### config.mk
export PLATFORM = sky130hd
export DESIGN_NAME = sdram_port_arbiter
export DESIGN_NICKNAME = d
export VERILOG_FILES = /design/src/rtl/sdram_port_arbiter.sv
export SDC_FILE = /design/constraint.sdc
export NUM_CORES = 1
export LEC_CHECK = 0
export ABC_AREA = 1
export BUFFER_PORTS_ARGS = -buffer_cell sky130_fd_sc_hd__clkbuf_2
export CAP_MARGIN = 20
export CELL_PAD_IN_SITES_DETAIL_PLACEMENT = 0
export CELL_PAD_IN_SITES_GLOBAL_PLACEMENT = 1
export CORE_AREA = 2 2 149 151
export CTS_BUF_LIST = sky130_fd_sc_hd__clkbuf_8
export DETAILED_ROUTE_END_ITERATION = 12
export DIE_AREA = 0 0 151 153
export GPL_TIMING_DRIVEN = 0
export PLACE_DENSITY = 0.83
export RECOVER_POWER = 100
export SLEW_MARGIN = 25
export SYNTH_ARGS = -nofsm -noshare
export SYNTH_HDL_FRONTEND = slang
export SYNTH_SLANG_ARGS = --single-unit
### constraint.sdc
create_clock -name clk -period 1.5 [get_ports clk]
set_clock_uncertainty 0.2 [all_clocks]
set_input_delay 0.3 -clock clk [delete_from_list [all_inputs] [get_ports clk]]
set_output_delay 0.3 -clock clk [all_outputs]
set_load 0.03 [all_outputs]
### src/rtl/sdram_port_arbiter.sv
// Three-port arbiter in front of a single-request SDRAM controller.
// Ports: clk/resetn; p0..p2 valid/addr/din/wmask in, ready/rdata out;
// mem_valid/addr/din/wmask out, mem_ready/dout in; gnt one-hot out.
// Macro SDRAM_ARB_RR_EN selects round-robin instead of fixed priority.
module sdram_port_arbiter #(
  parameter int ADDR_W = 25,
  parameter int DATA_W = 32
) (
  input  logic              clk,
  input  logic              resetn,
  input  logic              p0_valid,
  input  logic [ADDR_W-1:0] p0_addr,
  input  logic [DATA_W-1:0] p0_din,
  input  logic [3:0]        p0_wmask,
  output logic              p0_ready,
  output logic [DATA_W-1:0] p0_rdata,
  input  logic              p1_valid,
  input  logic [ADDR_W-1:0] p1_addr,
  input  logic [DATA_W-1:0] p1_din,
  input  logic [3:0]        p1_wmask,
  output logic              p1_ready,
  output logic [DATA_W-1:0] p1_rdata,
  input  logic              p2_valid,
  input  logic [ADDR_W-1:0] p2_addr,
  input  logic [DATA_W-1:0] p2_din,
  input  logic [3:0]        p2_wmask,
  output logic              p2_ready,
  output logic [DATA_W-1:0] p2_rdata,
  output logic              mem_valid,
  output logic [ADDR_W-1:0] mem_addr,
  output logic [DATA_W-1:0] mem_din,
  output logic [3:0]        mem_wmask,
  input  logic              mem_ready,
  input  logic [DATA_W-1:0] mem_dout,
  output logic [2:0]        gnt
);

  typedef enum logic [1:0] {
    IDLE,
    BUSY,
    RELEASE
  } state_t;

  state_t state, state_nx;

  logic [2:0]        req;
  logic [2:0]        pick;
  logic              load;
  logic              busy;
  logic [ADDR_W-1:0] sel_addr;
  logic [DATA_W-1:0] sel_din;
  logic [3:0]        sel_wmask;

  assign req  = {p2_valid, p1_valid, p0_valid};
  assign busy = (state == BUSY);

  assign mem_valid = busy;

  // Ready is gated by resetn so a completion that races reset is dropped.
  assign p0_ready = resetn & busy & mem_ready & gnt[0];
  assign p1_ready = resetn & busy & mem_ready & gnt[1];
  assign p2_ready = resetn & busy & mem_ready & gnt[2];

  assign p0_rdata = mem_dout;
  assign p1_rdata = mem_dout;
  assign p2_rdata = mem_dout;

`ifdef SDRAM_ARB_RR_EN
  // Index of the last granted port; search starts one past it.
  logic [1:0] ptr_q;
  logic [1:0] ptr_nx;

  always_comb begin
    pick = 3'b000;
    unique case (ptr_q)
      2'd0: begin
        if (req[1])      pick = 3'b010;
        else if (req[2]) pick = 3'b100;
        else if (req[0]) pick = 3'b001;
      end
      2'd1: begin
        if (req[2])      pick = 3'b100;
        else if (req[0]) pick = 3'b001;
        else if (req[1]) pick = 3'b010;
      end
      default: begin
        if (req[0])      pick = 3'b001;
        else if (req[1]) pick = 3'b010;
        else if (req[2]) pick = 3'b100;
      end
    endcase
  end

  always_comb begin
    ptr_nx = 2'd0;
    if (pick[1])      ptr_nx = 2'd1;
    else if (pick[2]) ptr_nx = 2'd2;
  end

  always_ff @(posedge clk) begin
    if (!resetn)
      ptr_q <= 2'd2;
    else if (load)
      ptr_q <= ptr_nx;
  end
`else
  always_comb begin
    pick = 3'b000;
    priority case (1'b1)
      req[0]:  pick = 3'b001;
      req[1]:  pick = 3'b010;
      req[2]:  pick = 3'b100;
      default: pick = 3'b000;
    endcase
  end
`endif

  always_comb begin
    sel_addr  = p0_addr;
    sel_din   = p0_din;
    sel_wmask = p0_wmask;
    unique case (1'b1)
      pick[1]: begin
        sel_addr  = p1_addr;
        sel_din   = p1_din;
        sel_wmask = p1_wmask;
      end
      pick[2]: begin
        sel_addr  = p2_addr;
        sel_din   = p2_din;
        sel_wmask = p2_wmask;
      end
      default: ;
    endcase
  end

  always_comb begin
    state_nx = state;
    load     = 1'b0;
    unique case (state)
      IDLE: begin
        if (|req) begin
          state_nx = BUSY;
          load     = 1'b1;
        end
      end
      BUSY: begin
        if (mem_ready) state_nx = RELEASE;
      end
      RELEASE: state_nx = IDLE;
      default: state_nx = IDLE;
    endcase
  end

  always_ff @(posedge clk) begin
    if (!resetn) begin
      state     <= IDLE;
      gnt       <= 3'b000;
      mem_addr  <= '0;
      mem_din   <= '0;
      mem_wmask <= 4'h0;
    end else begin
      state <= state_nx;
      if (load) begin
        gnt       <= pick;
        mem_addr  <= sel_addr;
        mem_din   <= sel_din;
        mem_wmask <= sel_wmask;
      end else if (busy && mem_ready) begin
        gnt <= 3'b000;
      end
    end
  end

endmodule

; ---- Word level (Yosys, flattened, before mapping)
; Index checks and enable logic that the tools add are counted.
[totals]
reg_bits = 66
inputBits = 221
elab_cells = 31
[op_classes]
n_eq_ne = 3
muxes = 13
n_bitwise = 5
reduce_logical = 5
[ops]
columns = operator, n
row1 = 32-bit one-hot mux with 2 select lines, 1
row2 = 25-bit one-hot mux with 2 select lines, 1
row3 = 3-bit two-way mux, 5
row4 = 4-bit one-hot mux with 2 select lines, 1
row5 = 1-bit bitwise AND, 5
row6 = 2-bit two-way mux, 2
row7 = 2-bit != test (second input constant), 2
row8 = 2-bit one-hot mux with 2 select lines, 1
row9 = 3-bit OR reduction, 1
row10 = 2-bit by 1-bit equality test with 1-bit output (second input constant), 1
row11 = 2-bit logical NOT, 1
row12 = 1-bit two-way mux, 2
row13 = 2-bit AND reduction, 1
row14 = 2-bit nonzero test, 1
row15 = 1-bit logical AND, 1

; ---- Longest topological paths before layout
[depth]
ltp_word = 4
mapped_depth = 9
ltp_nobuf = 6

; ---- Least setup slack after synthesis
; No wires, ideal clock.
[synth_timing]
path_kind = flip-flop to output port
from = reg state[0]
to = out p0_ready
arrival_time_ns = 1.539
path_slack_ns = -0.539
stages_incl_launch_ff = 5
cell_sequence = dfxtp_1 > inv_1 > nor2_1 > nand3_1 > nor2_1
[synth_between]
elab_chain_cells = 4
[synth_rtl]
columns = element, line_no
row1 = "start, declared", 44  ; state_t state, state_nx;
row2 = "start signal, assigned", 163  ; state <= state_nx;
row3 = 2-bit by 1-bit equality test with 1-bit output, 55  ; assign busy = (state == BUSY);
row4 = named net mem_valid, 29  ; output logic mem_valid,
row5 = 1-bit bitwise AND (3 in series), 60  ; assign p0_ready = resetn & busy & mem_ready & gnt[0];
row6 = "end, declared", 15  ; output logic p0_ready,
; The timed path passes the listed nets, and every way through them passes these cells.

; ---- Worst setup path in the final report
[layout_timing]
from = reg state[0]
to = out p2_ready
[layout_between]
elab_chain_cells = 4
[layout_rtl]
columns = element, line_no
row1 = 2-bit by 1-bit equality test with 1-bit output, 55
row2 = 1-bit bitwise AND (3 in series), 62  ; assign p2_ready = resetn & busy & mem_ready & gnt[2];
row3 = "end, declared", 27  ; output logic p2_ready,
; No other way between the ends.

==> summary.txt <==
LAYOUT
--------------------------------------------------------------------------------------
Diodes inserted .........................................................            0
Area grow syn2layout ....................................................        59.9%
Share of cells above drive strength 1 ...................................        0.319
Most common cell after layout, fill and taps aside ...................... sky130_fd_sc_hd__clkbuf_2
Commonest cells after routing, fill and taps aside ...................... sky130_fd_sc_hd__clkbuf_2, sky130_fd_sc_hd__nand2_1, sky130_fd_sc_hd__inv_1, sky130_fd_sc_hd__nand3_1, sky130_fd_sc_hd__nor2_1
Layout filler cell count ................................................        2,418
Post-route cell area ....................................................   7940 sq um
Final net count .........................................................        1,500

TIMING
--------------------------------------------------------------------------------------
Endpoints failing hold ..................................................            0
Worst slew margin relative to its limit .................................        0.535
Final setup violation count .............................................           61
RSZ-0062 raised after global routing ....................................          yes
Max Clk Rate ............................................................      562 MHz
Worst Tran Pin Value ....................................................     0.697 ns
Slew Viols, Final .......................................................            0
Time the final worst path needs with I/O delays and setup ...............      1.78 ns
Share of the clock period used by the worst path ........................         1.19
Least setup slack across all paths after layout .........................    -0.280 ns

POWER
--------------------------------------------------------------------------------------
Total power after layout ................................................      6810 uW
Leakage power figure ....................................................   0.00448 uW
Pwr per Cell Area .......................................................  858 nW/um^2
Worst-case vdd ir drop ..................................................     0.307 mV

FLOORPLANNING
--------------------------------------------------------------------------------------
Initial core utilization ................................................        0.231
Vertical extent of the die ..............................................       153 um
Core Area ............................................................... 21,500 sq um
Die footprint ........................................................... 23,100 sq um
Horiz. Die Dim ..........................................................       151 um
FP Rows .................................................................           54
Ports placed on the boundary ............................................          385

PLACEMENT
--------------------------------------------------------------------------------------
Port Buffer Count .......................................................          350
Placed cell area ........................................................   7110 sq um
DPL Wire Length .........................................................    16,500 um
Gpl congestion ..........................................................        0.838

ROUTE
--------------------------------------------------------------------------------------
Residual DRC ............................................................            0
Number of DRC violations after detailed-routing iteration 0 .............          237
Wirelength per Cell .....................................................      13.6 um
Avg Vias per Cell .......................................................         4.14
Total number of vias ....................................................        6,472
Post-route ant nets .....................................................            0
Pre-antenna DRT Iters ...................................................            5
DRT Wirelength ..........................................................    21,300 um

GLOBAL ROUTE
--------------------------------------------------------------------------------------
Aggregate global routing overflow .......................................            0
Number of global-route vias before repair ...............................        6,305
Maximum number of pins on one net before global-route repair ............           12
First-pass GRT wire length ..............................................    31,800 um
Number of antenna violations at the first check in global routing .......            0
GR Util All Layers ......................................................        0.176

RUN STATUS
--------------------------------------------------------------------------------------
Outcome ................................................................. finished, violations left
Failing checks .......................................................... negative setup slack

CLOCK NETWORK
--------------------------------------------------------------------------------------
Htree depth .............................................................            3
Clock Path Buffers ......................................................            2
Clock tree from TritonCTS ...............................................        built
Clock slew at the register clock pins of the worst setup and hold paths .      0.08 ns
Clock net sink count ....................................................           66
Worst-skew pair later-pin latency .......................................      0.36 ns
CTS Buf Count ...........................................................            9
Root buffer cell ........................................................ sky130_fd_sc_hd__clkbuf_8

SETUP PATH
--------------------------------------------------------------------------------------
Endpoint required time on the critical path .............................      1.00 ns
Buffers & Inverters on Critical Path ....................................            2
Kind of launch point of the worst setup path ............................         flop
Critical path's most frequent cell ...................................... sky130_fd_sc_hd__nor2_4
Delay contributed by the slowest stage of the critical path .............      0.35 ns
CP endpoint kind ........................................................ primary output
Arrival @ worst endpoint ................................................      1.28 ns
Worst-path cell with the longest stage delay ............................ sky130_fd_sc_hd__dfxtp_2
CP Max Fanout ...........................................................            4
Cells traversed along the worst timing path ............................. inv_2, nor2_4, nand3_4, nor2_4, buf_8
Worst Path Class, Setup ................................................. flop to primary output
Register-to-register setup slack ........................................     -0.16 ns
Family with the most delay on the worst path ............................ simple AND/OR/NAND/NOR gates

YOSYS
--------------------------------------------------------------------------------------
Average cell area after synthesis .......................................   5.80 sq um
Post-synth cell types ...................................................           16
Cell area after synthesis ...............................................   4970 sq um
Post-Synthesis Net Count ................................................        1,077
Count of mapped cells out of synthesis ..................................          856
Sequential area share after synthesis ...................................        0.266
Register bit total from synthesis .......................................           66
Warnings, synthesis .....................................................            0

MIN PATH
--------------------------------------------------------------------------------------
Hold/Removal Path Class ................................................. input port to flop

JOB
--------------------------------------------------------------------------------------
Max-cap viol count ......................................................            0

==> final cells by class <==
cell class              count  area, sq um  area share
well taps                 280          350      0.0441
flip-flops and latches     66         1320       0.167
multi-input cells         511         2240       0.282
plain buffers             148          995       0.125
clock buffers               9          124      0.0156
repair buffers            412         2300       0.290
inverters                 131          492      0.0619
clock inverters             7          110      0.0139
==> layer usage <==
metal,wire length (um),vias to the layer above,global-route usage,share of wire
met5,0,-,0,0
met3,1510,26,0.0391,0.071
met1,8920,2818,0.208,0.42
met4,357,0,0.0481,0.017
met2,10500,282,0.319,0.49
li1,-,3346,-,-
==> cells by family after synthesis <==
| logic type | after synthesis | synth area share |
|---|---|---|
| flops | 66 | 0.266 |
| buf+inv | 279 | 0.295 |
| compound gates | 66 | 0.0673 |
| simple gates | 445 | 0.372 |
==> synthesized netlist by cell type <==
library cell | n | area (sq um)
sky130_fd_sc_hd__o21ai_2 | 1 | 8.76
sky130_fd_sc_hd__inv_1 | 130 | 488
sky130_fd_sc_hd__nand2_1 | 187 | 702
sky130_fd_sc_hd__nor2_1 | 127 | 477
sky130_fd_sc_hd__nand3_1 | 128 | 641
sky130_fd_sc_hd__buf_2 | 20 | 100
sky130_fd_sc_hd__inv_2 | 1 | 3.75
sky130_fd_sc_hd__nand2_4 | 1 | 11.3
sky130_fd_sc_hd__buf_6 | 1 | 11.3
sky130_fd_sc_hd__buf_4 | 102 | 766
sky130_fd_sc_hd__dfxtp_1 | 66 | 1320
sky130_fd_sc_hd__nand2_2 | 1 | 6.26
sky130_fd_sc_hd__buf_1 | 2 | 7.51
sky130_fd_sc_hd__a21oi_1 | 65 | 325
sky130_fd_sc_hd__clkbuf_1 | 23 | 86.3
sky130_fd_sc_hd__nor2_4 | 1 | 11.3
==> what timing repair did <==
item | in CTS | in global routing
hold buffers | 61 | 0
setup buffers | 1 | 0
setup endpoints to repair | 69 | 72
resized for setup | 16 | 19
hold endpoints to repair | 61 | 0
pin swaps | 3 | 0
==> through the flow <==
step                instances  setup slack (ns)  TNS (ns)  hold slack [ns]  utilization
floorplan                 856           0.00580         0            0.243            -
global placement         1486            -0.529    -24.68            0.289        0.331
detailed placement       1486            -0.538    -25.39            0.291        0.331
CTS                      1564            -0.324    -11.95           0.0257        0.374
global route             1564            -0.360    -12.82           0.0294        0.369
finish                   1564            -0.280     -5.16           0.0475        0.369
==> sequential cells by signal (all words and copies together) (netlist names) <==
name,flops
mem_addr,25
state,2
mem_wmask,4
gnt,3
mem_din,32
==> worst paths after layout <==
path | cells after the start | from | endpoint
setup / recovery | 5 | state[0]$_SDFFE_PN0P_ | p2_ready
setup reg to reg | 6 | state[1]$_SDFFE_PN0P_ | mem_addr[12]$_SDFFE_PN0P_
hold reg to reg | 2 | gnt[0]$_SDFFE_PN0P_ | gnt[0]$_SDFFE_PN0P_
hold / removal | 3 | p0_valid | gnt[0]$_SDFFE_PN0P_
==> worst reg2reg max path, delay by kind of cell, from the launching register on <==
family	cells	cell delay, ns
AND/OR/NAND/NOR	3	0.47
buffers and inverters	2	0.44
flip-flops	1	0.35
AO/OA/AOI/OAI	1	0.09
==> power by group <==
group          internal [uW]  switching, uW  total, uW  leakage, uW
registers               1960            110       2070     0.000549
clock network           1090            811       1900     0.000122
logic                   1060           1770       2830      0.00381
Note: power is estimated with default switching activity, not from simulation.
